===== src/rtl/audio_pkg.sv =====
// Shared types and constants for the audio_fx_router codebase slice.
package audio_pkg;

   typedef logic signed [15:0] sample_t;

   typedef enum logic {
      STEADY = 1'b0,
      FADE   = 1'b1
   } router_state_t;

   localparam int SEL_BYPASS = 0;

endpackage


===== src/rtl/audio_fx_router_if.sv =====
// Sample-stream bundle between the effect sources, the router and the DAC driver side.
interface audio_fx_router_if #(
   parameter int DATA_W = 16,
   parameter int N_FX   = 4
);
   localparam int SEL_W = $clog2(N_FX + 1);

   logic                     in_valid;
   logic signed [DATA_W-1:0] dry_in;
   logic [N_FX*DATA_W-1:0]   wet_in;
   logic [SEL_W-1:0]         fx_sel;
   logic                     out_valid;
   logic signed [DATA_W-1:0] audio_out;
   logic                     busy;

   modport master (
      output in_valid, dry_in, wet_in, fx_sel,
      input  out_valid, audio_out, busy
   );

   modport slave (
      input  in_valid, dry_in, wet_in, fx_sel,
      output out_valid, audio_out, busy
   );

endinterface


===== src/rtl/xfade_mac.sv =====
// Two-stage crossfade datapath: y = (a*(M-k) + b*k + M/2) >>> RAMP_LOG2, half-up rounding.
module xfade_mac #(
   parameter int DATA_W    = 16,
   parameter int RAMP_LOG2 = 6
) (
   input  logic                     clk,
   input  logic                     rst,
   input  logic                     vld,
   input  logic signed [DATA_W-1:0] a,
   input  logic signed [DATA_W-1:0] b,
   input  logic [RAMP_LOG2:0]       k,
   output logic                     out_vld,
   output logic signed [DATA_W-1:0] y
);
   localparam int M  = 1 << RAMP_LOG2;
   localparam int IW = DATA_W + RAMP_LOG2 + 2;
   localparam int KW = RAMP_LOG2 + 1;

   // Weights sum to M, so the shifted result always fits DATA_W without saturation.
   function automatic logic signed [DATA_W-1:0] round_shift(input logic signed [IW-1:0] s);
      return DATA_W'((s + IW'(M / 2)) >>> RAMP_LOG2);
   endfunction

   logic [KW-1:0]           wa;
   logic signed [IW-1:0]    prod_a_p1;
   logic signed [IW-1:0]    prod_b_p1;
   logic                    vld_p1;
   logic signed [DATA_W-1:0] y_p2;
   logic                    vld_p2;

   assign wa = KW'(M) - k;

   // Stage 1: weighted products
   always_ff @(posedge clk) begin
      if (vld) begin
         prod_a_p1 <= IW'(a) * IW'($signed({1'b0, wa}));
         prod_b_p1 <= IW'(b) * IW'($signed({1'b0, k}));
      end
   end

   // Stage 2: rounded sum, held between strobes
   always_ff @(posedge clk or posedge rst) begin
      if (rst) begin
         vld_p1 <= 1'b0;
         vld_p2 <= 1'b0;
         y_p2   <= '0;
      end else begin
         vld_p1 <= vld;
         vld_p2 <= vld_p1;
         if (vld_p1) y_p2 <= round_shift(prod_a_p1 + prod_b_p1);
      end
   end

   assign out_vld = vld_p2;
   assign y       = y_p2;

endmodule


===== src/rtl/audio_fx_router.sv =====
// Dry/effect source router with click-free linear crossfade; optional peak meter
// enabled by defining AUDIO_FX_ROUTER_PEAK_EN.
module audio_fx_router
   import audio_pkg::*;
#(
   parameter int DATA_W    = 16,
   parameter int N_FX      = 4,
   parameter int RAMP_LOG2 = 6
) (
   input  logic               clk_25mhz,
   input  logic               reset,
   audio_fx_router_if.slave   bus
`ifdef AUDIO_FX_ROUTER_PEAK_EN
   ,
   input  logic               peak_clr,
   output logic [DATA_W-2:0]  peak_out
`endif
);
   localparam int SEL_W = $clog2(N_FX + 1);
   localparam int M     = 1 << RAMP_LOG2;
   localparam int KW    = RAMP_LOG2 + 1;

   logic signed [DATA_W-1:0] srcs [0:N_FX];
   router_state_t            state;
   logic [SEL_W-1:0]         cur_src;
   logic [SEL_W-1:0]         tgt_src;
   logic [SEL_W-1:0]         pend_src;
   logic                     pend_valid;
   logic [KW-1:0]            k;
   logic                     busy_r;
   logic [SEL_W-1:0]         sel_eff;
   logic [SEL_W-1:0]         pend_src_n;
   logic                     pend_valid_n;
   logic signed [DATA_W-1:0] mac_a;
   logic signed [DATA_W-1:0] mac_b;
   logic [KW-1:0]            mac_k;
   logic                     out_valid;
   logic signed [DATA_W-1:0] audio_out;

   always_comb begin
      srcs[0] = bus.dry_in;
      for (int i = 0; i < N_FX; i++) srcs[i+1] = bus.wet_in[i*DATA_W +: DATA_W];
   end

   // Out-of-range selectors fall back to dry; pending request is last-writer-wins.
   always_comb begin
      sel_eff      = (bus.fx_sel > SEL_W'(N_FX)) ? SEL_W'(SEL_BYPASS) : bus.fx_sel;
      pend_valid_n = pend_valid;
      pend_src_n   = pend_src;
      if (state == FADE) begin
         if (sel_eff != tgt_src) begin
            pend_valid_n = 1'b1;
            pend_src_n   = sel_eff;
         end else begin
            pend_valid_n = 1'b0;
         end
      end
      mac_a = srcs[cur_src];
      mac_b = srcs[cur_src];
      mac_k = '0;
      if (state == FADE) begin
         mac_b = srcs[tgt_src];
         mac_k = k;
      end else if (sel_eff != cur_src) begin
         mac_b = srcs[sel_eff];
         mac_k = KW'(1);
      end
   end

   // k holds the weight for the next fading sample; the first fade sample uses k=1.
   always_ff @(posedge clk_25mhz or posedge reset) begin
      if (reset) begin
         state      <= STEADY;
         cur_src    <= SEL_W'(SEL_BYPASS);
         tgt_src    <= SEL_W'(SEL_BYPASS);
         pend_src   <= SEL_W'(SEL_BYPASS);
         pend_valid <= 1'b0;
         k          <= '0;
         busy_r     <= 1'b0;
      end else if (bus.in_valid) begin
         case (state)
            STEADY: begin
               if (sel_eff != cur_src) begin
                  tgt_src <= sel_eff;
                  k       <= KW'(2);
                  state   <= FADE;
                  busy_r  <= 1'b1;
               end
            end
            FADE: begin
               if (k == KW'(M)) begin
                  cur_src    <= tgt_src;
                  pend_valid <= 1'b0;
                  if (pend_valid_n) begin
                     tgt_src <= pend_src_n;
                     k       <= KW'(1);
                     busy_r  <= 1'b1;
                  end else begin
                     state  <= STEADY;
                     k      <= '0;
                     busy_r <= 1'b0;
                  end
               end else begin
                  k          <= k + KW'(1);
                  pend_valid <= pend_valid_n;
                  pend_src   <= pend_src_n;
                  busy_r     <= 1'b1;
               end
            end
            default: state <= STEADY;
         endcase
      end
   end

   xfade_mac #(
      .DATA_W    (DATA_W),
      .RAMP_LOG2 (RAMP_LOG2)
   ) u_mac (
      .clk     (clk_25mhz),
      .rst     (reset),
      .vld     (bus.in_valid),
      .a       (mac_a),
      .b       (mac_b),
      .k       (mac_k),
      .out_vld (out_valid),
      .y       (audio_out)
   );

   assign bus.out_valid = out_valid;
   assign bus.audio_out = audio_out;
   assign bus.busy      = busy_r;

`ifdef AUDIO_FX_ROUTER_PEAK_EN
   // Magnitude of the most negative code saturates to the largest positive one.
   function automatic logic [DATA_W-2:0] abs_sat(input logic signed [DATA_W-1:0] x);
      if (x == {1'b1, {(DATA_W-1){1'b0}}}) return {(DATA_W-1){1'b1}};
      else if (x < 0) return (DATA_W-1)'(-x);
      else return (DATA_W-1)'(x);
   endfunction

   logic [DATA_W-2:0] peak;

   always_ff @(posedge clk_25mhz or posedge reset) begin
      if (reset) peak <= '0;
      else if (peak_clr) peak <= '0;
      else if (out_valid && (abs_sat(audio_out) > peak)) peak <= abs_sat(audio_out);
   end

   assign peak_out = peak;
`endif

endmodule


===== src/flat_wrapper.sv =====
// flat-port wrapper written by rule: the top's interface ports become plain ports
module audio_fx_router_flat import audio_pkg::*;
#(
   parameter int DATA_W    = 16,
   parameter int N_FX      = 4,
   parameter int RAMP_LOG2 = 6
)
  (clk_25mhz, reset, bus_in_valid, bus_dry_in, bus_wet_in, bus_fx_sel, bus_out_valid, bus_audio_out, bus_busy);
  audio_fx_router_if #(.DATA_W(DATA_W), .N_FX(N_FX)) bus_i ();
  input  logic clk_25mhz;
  input  logic reset;
  input wire logic [$bits(bus_i.in_valid)-1:0] bus_in_valid;
  input wire logic [$bits(bus_i.dry_in)-1:0] bus_dry_in;
  input wire logic [$bits(bus_i.wet_in)-1:0] bus_wet_in;
  input wire logic [$bits(bus_i.fx_sel)-1:0] bus_fx_sel;
  output wire logic [$bits(bus_i.out_valid)-1:0] bus_out_valid;
  output wire logic [$bits(bus_i.audio_out)-1:0] bus_audio_out;
  output wire logic [$bits(bus_i.busy)-1:0] bus_busy;
  assign bus_i.in_valid = bus_in_valid;
  assign bus_i.dry_in = bus_dry_in;
  assign bus_i.wet_in = bus_wet_in;
  assign bus_i.fx_sel = bus_fx_sel;
  assign bus_out_valid = bus_i.out_valid;
  assign bus_audio_out = bus_i.audio_out;
  assign bus_busy = bus_i.busy;
  audio_fx_router #(.DATA_W(DATA_W), .N_FX(N_FX), .RAMP_LOG2(RAMP_LOG2)) u_core (.clk_25mhz(clk_25mhz), .reset(reset), .bus(bus_i));
endmodule

===== config.mk =====
export PLATFORM = sky130hd
export DESIGN_NAME = audio_fx_router_flat
export DESIGN_NICKNAME = d
export VERILOG_FILES = /design/src/rtl/audio_pkg.sv /design/src/rtl/audio_fx_router_if.sv /design/src/rtl/xfade_mac.sv /design/src/rtl/audio_fx_router.sv /design/src/flat_wrapper.sv
export SDC_FILE = /design/constraint.sdc
export NUM_CORES = 1
export LEC_CHECK = 0
export CORE_UTILIZATION = 61
export DETAILED_ROUTE_END_ITERATION = 10
export GPL_TIMING_DRIVEN = 0
export PLACE_DENSITY = 0.83
export SYNTH_ARGS = -nofsm -noshare
export SYNTH_HDL_FRONTEND = slang
export SYNTH_SLANG_ARGS = --single-unit

===== constraint.sdc =====
create_clock -name clk_25mhz -period 8.1 [get_ports clk_25mhz]
set_clock_uncertainty 0.15 [all_clocks]
set_input_delay 1.62 -clock clk_25mhz [delete_from_list [all_inputs] [get_ports clk_25mhz]]
set_output_delay 1.62 -clock clk_25mhz [all_outputs]
set_load 0.005 [all_outputs]

-- Word level (Yosys, flattened, before mapping)
Index checks and enable logic that the tools add are counted.
- add/subtract/negate cells: 4
- magnitude comparators: 4
- $mul: 2
- equal/unequal tests: 6
- mux-type cells: 32
- bitwise gates (word level): 5
- reduce and logical (&&, ||, !) cells: 5
- operators by type and width (cell ; number):
    16-bit binary-select mux with 3-bit select ; 3
    16-bit 2-to-1 mux ; 8
    16-bit by 8-bit multiplier with 22-bit output ; 2
    22-bit adder ; 1
    22-bit by 7-bit adder with 22-bit output, second input constant ; 1
    7-bit 2-to-1 mux ; 3
    3-bit 2-to-1 mux ; 5
    7-bit one-hot mux with 2 select lines ; 1
    4-bit >= comparator, second input constant ; 3
    3-bit NOT with 4-bit output ; 3
    1-bit 2-to-1 mux ; 9
    7-bit by 1-bit adder with 7-bit output, second input constant ; 1
    7-bit == test, second input constant ; 1
    7-bit subtractor, first input constant ; 1
    3-bit != test ; 2
    3-bit one-hot mux with 2 select lines ; 1
    3-bit AND reduction ; 2
    2-bit != test, second input constant ; 2
    1-bit one-hot mux with 2 select lines ; 2
    2-bit AND reduction ; 2
    4-bit AND reduction ; 1
    3-bit greater-than comparator, second input constant ; 1
    2-bit by 1-bit != test with 1-bit output, second input constant ; 1
    1-bit NOT ; 2
- word-level logic and storage cells: 70
- bits in registers: 81

-- Longest topological paths before layout
- depth in word-level cells: 9
- depth in mapped cells: 31
- gate-level depth less buffers: 27

-- By module
A second synthesis with hierarchy kept.
- cells, all modules: 1446
- area total of the unflattened synthesis: 13765.7 um^2
- modules (own cells, without submodules) (module ; cells each ; sequential area each (um^2) ; area an instance (um^2) ; times used):
    xfade_mac ; 1107 ; 1771.7 ; 10769.1 ; 1
    audio_fx_router ; 339 ; 375.4 ; 2996.6 ; 1

-- Least setup slack after synthesis
No wires, ideal clock.
- kind: input to register
- from: input bus_fx_sel[1]
- to: register u_core.u_mac.prod_a_p1[21], data pin
- slack: -0.407 ns
- setup time: 0.258 ns
- cell stages on the path: 30
- arrival time: 8.100 ns
- cell sequence: or3b_1 clkbuf_1 o31ai_1 o31ai_1 nor2b_1 a21oi_2 clkbuf_1 ha_1 clkbuf_1 nand3_1 xnor2_1 clkbuf_1 nor2_1 ha_1 inv_1 fa_1 inv_1 fa_1 inv_1 fa_1 inv_1 ha_1 or3_1 nor2_1 a211oi_1 a31oi_1 a21oi_1 a41o_1 o41a_1 xnor2_1
- cells in the longest elaborated chain, start to end: 7
- RTL lines (item ; RTL line ; source):
    start, declared ; flat_wrapper.sv:15 ; input wire logic [$bits(bus_i.fx_sel)-1:0] bus_fx_sel;
    3-bit greater-than comparator ; audio_fx_router.sv:47 ; sel_eff = (bus.fx_sel > SEL_W'(N_FX)) ? SEL_W'(SEL_BYPASS) : bus.fx_sel;
    3-bit 2-to-1 mux (*) ; audio_fx_router.sv:47 ;
    3-bit != test (*) ; audio_fx_router.sv:64 ; end else if (sel_eff != cur_src) begin
    1-bit 2-to-1 mux (*) ; audio_fx_router.sv:64 ;
    7-bit 2-to-1 mux (*) ; audio_fx_router.sv:61 ; if (state == FADE) begin
    7-bit subtractor (*) ; xfade_mac.sv:31 ; assign wa = KW'(M) - k;
    16-bit by 8-bit multiplier with 22-bit output (*) ; xfade_mac.sv:36 ; prod_a_p1 <= IW'(a) * IW'($signed({1'b0, wa}));
    end signal, assigned ; xfade_mac.sv:36 ;
    end, declared ; xfade_mac.sv:25 ; logic signed [IW-1:0] prod_a_p1;
Every way passes the cells marked *; elsewhere a longest branch is shown, timed or not.
A chain may end at the register's enable or synchronous reset.

-- Worst setup path in the final report
- from: input bus_fx_sel[0]
- to: register u_core.u_mac.prod_a_p1[21], data pin
Same word-level chain as after synthesis.

==> results.json <==
{
  "antenna_cells": 0,
  "wl_um": 38100,
  "grt_max_degree": 39,
  "antenna_left": 0,
  "synth_edf_count": 44,
  "fin_util_pct": 73.0,
  "top_layer": "met4",
  "cp_max_fo": 5,
  "cp-end-kind": "flip-flop",
  "drc": 0,
  "firstDrtPassIters": 5,
  "grt_pass1_wl_um": 59700,
  "dr_wl_met3_um": 3820,
  "layout-drive-gt1-share_pct": 9.26,
  "crit_required_ns": 8.10,
  "fp.dieH_um": 148,
  "cap_violations": 0,
  "nets": 1972,
  "clock_latency_ns": 0.35,
  "cts.sinks": 77,
  "initial_utilization_pct": 62.1,
  "tns_ns": 0,
  "final_common_cell": "nor2_1",
  "cts-root-buf": "clkbuf_16",
  "start_kind": "primary input",
  "worstPathArrival_ns": 8.02,
  "cts_buffers": 9,
  "finalSetupViolCount": 0,
  "postSynthCellCount": 1457,
  "synth_async_sr_flop_share_pct": 42.9,
  "seq_area_frac_synth_pct": 16.4,
  "route.met2.wl_um": 18300,
  "post-route-period-util_pct": 99.0,
  "place.gp.congestion": 1.01,
  "io_buffers": 103,
  "hold_class": "reg -> reg",
  "fmax_mhz": 125,
  "wire_per_inst_um": 20.3,
  "rsz0062_at_grt": "yes",
  "hold_buffers": 0,
  "synth.distinct_cells": 57,
  "die_area_um2": 22000,
  "worstHoldStart": "u_core.u_mac.vld_p1",
  "syn-num-nets": 1835,
  "final_cell_mix": "nor2_1 (253), inv_1 (244), fa_1 (162), ha_1 (127), clkdlybuf4s50_1 (99)",
  "grt_overflow": 0,
  "ys_ff_latch": 77,
  "cts_buffer_depth": 2,
  "grt.total_usage_pct": 35.7,
  "cts_tree": "yes",
  "tightest_slew_ns": 1.22,
  "dp_hpwl_um": 29600,
  "yosysTopAreaCellShare_pct": 24.8,
  "outcome": "finished, final reports clean",
  "worstSetupPathType": "in -> reg",
  "grt_pass1_vias": 11800,
  "yosys_warnings": 0,
  "pin_count": 104,
  "r2r-start": "u_core.cur_src[2]",
  "area_growth_pct": 17.6,
  "relSlewSlack_pct": 17.8,
  "synth_ff_type": "edfxtp_1",
  "cts.reportedPaths.clkPinSlew_ns": 0.07,
  "htree_levels": 3,
  "hold_viol": 0,
  "synth.area.top_cells": "fa_1 (25%), ha_1 (12%), edfxtp_1 (10%)",
  "netlist_area_um2": 13100,
  "num_rows": 53,
  "synth_area_per_cell_um2": 8.96,
  "core-area_um2": 21000,
  "synth_largest_area_cell": "fa_1",
  "drv_slew": 0,
  "die_w_um": 148,
  "vias": 11400,
  "worstSetupStartpoint": "bus_fx_sel[0]",
  "dp_cells": 1836,
  "antenna_found_initial": 0,
  "fin_cells": 1874,
  "initialDrtViolationCount": 959,
  "min_period_ns": 8.02,
  "wl_met1_um": 13600,
  "routed_via_density": 6.09
}
[state kept, by name, summed over array words and instances (netlist names)]
| signal | flops |
|---|---|
| u_core.k | 7 |
| u_core.u_mac.prod_b_p1 | 22 |
| u_core.state | 1 |
| u_core.bus.busy | 1 |
| u_core.cur_src | 3 |
| u_core.u_mac.prod_a_p1 | 22 |
| u_core.u_mac.out_vld | 1 |
| u_core.u_mac.y | 16 |
| u_core.u_mac.vld_p1 | 1 |
| u_core.tgt_src | 3 |
[critical path: stages]
cell	delay (ns)
buf_8	0.10
or3b_4	0.41
o31ai_4	0.27
o31ai_4	0.12
nor2b_4	0.15
a21oi_4	0.20
clkbuf_8	0.17
ha_4	0.14
buf_8	0.13
xnor2_4	0.16
buf_8	0.16
nor2_4	0.04
fa_1	0.56
fa_1	0.44
fa_1	0.58
inv_1	0.06
fa_1	0.52
inv_2	0.05
ha_4	0.24
o21a_1	0.20
o21a_1	0.22
nor2_4	0.15
a211oi_4	0.07
a31oi_4	0.19
a21oi_2	0.11
a41o_1	0.22
o41a_1	0.43
xnor2_2	0.30
[kinds of logic after synthesis]
group,after synthesis,synth area share (%)
simple gates,413,13.6
buf+inv,305,8.81
fa+ha+maj,292,37.3
compound gates,209,10.5
mux,83,8.08
xor+xnor,78,5.23
flops,77,16.4
[synth_stat cells (3+ instances only)]
cell type / n
mux2i_1: 48
o22ai_1: 22
edfxtp_1: 44
a211oi_1: 4
o21ai_0: 18
clkbuf_1: 43
a21oi_1: 81
nand4_1: 4
a31oi_1: 4
nand3_1: 27
nor3_1: 22
and3_1: 8
or3_1: 7
xor2_1: 18
dfrtp_1: 33
buf_1: 11
inv_1: 246
o21bai_1: 3
ha_1: 130
a22o_1: 16
xnor2_1: 60
nor2_1: 260
o21a_1: 10
and2_1: 5
or2_2: 6
mux4_2: 16
buf_2: 4
o21ai_1: 4
mux2_2: 19
nand2_1: 41
o31ai_1: 4
fa_1: 162
o22a_1: 13
nand2b_1: 11
a21o_1: 8
nor2b_1: 20
[repair_timing]
action                                  4_1_cts  5_1_grt
resized for setup                            51       55
buffers inserted                             18        6
endpoints found under the setup margin       23       12
pin swaps                                    12       32
[path summary, 6_finish.rpt]
check / end / slack, ns / depth (start not counted)
setup / recovery: u_core.u_mac.prod_a_p1[21] / 0.08 / 28
hold / removal: u_core.u_mac.out_vld / 0.22 / 0
setup reg to reg: u_core.u_mac.prod_a_p1[21] / 0.56 / 21
hold reg to reg: u_core.u_mac.out_vld / 0.22 / 0
max in group asynchronous: u_core.k[4] / 5.74 / 2
min in group asynchronous: u_core.u_mac.y[11] / 1.58 / 2
[stage by stage]
step	setup slack (ns)	instance area [um2]	hold WS [ns]
finish	0.0811	15300	0.222
global route	-0.106	15300	0.243
CTS	-0.0259	15100	0.226
detailed placement	-2.06	14500	0.211
global placement	-1.94	14500	0.203
floorplan	0.0273	13100	0.202
[layout make-up]
class                           count  area, um2
Timing Repair Buffer              128       1240
Multi-Input combinational cell   1075      10100
Inverter                          247        927
Sequential cell                    77       2150
Clock inverter                      4       55.1
Clock buffer                       12        258
Fill cell                        1492       5670
Tap cell                          275        344
Buffer                             56        272
[layer usage]
metal,vias up,global-route usage [%]
met5,-,0
met4,0,22.4
met3,181,7.27
met2,780,59.9
met1,5421,41.9
li1,5033,-
Power is left out: the tool's default activity adds up to more than one toggle a clock period on the data nets, which glitch-free logic cannot reach.
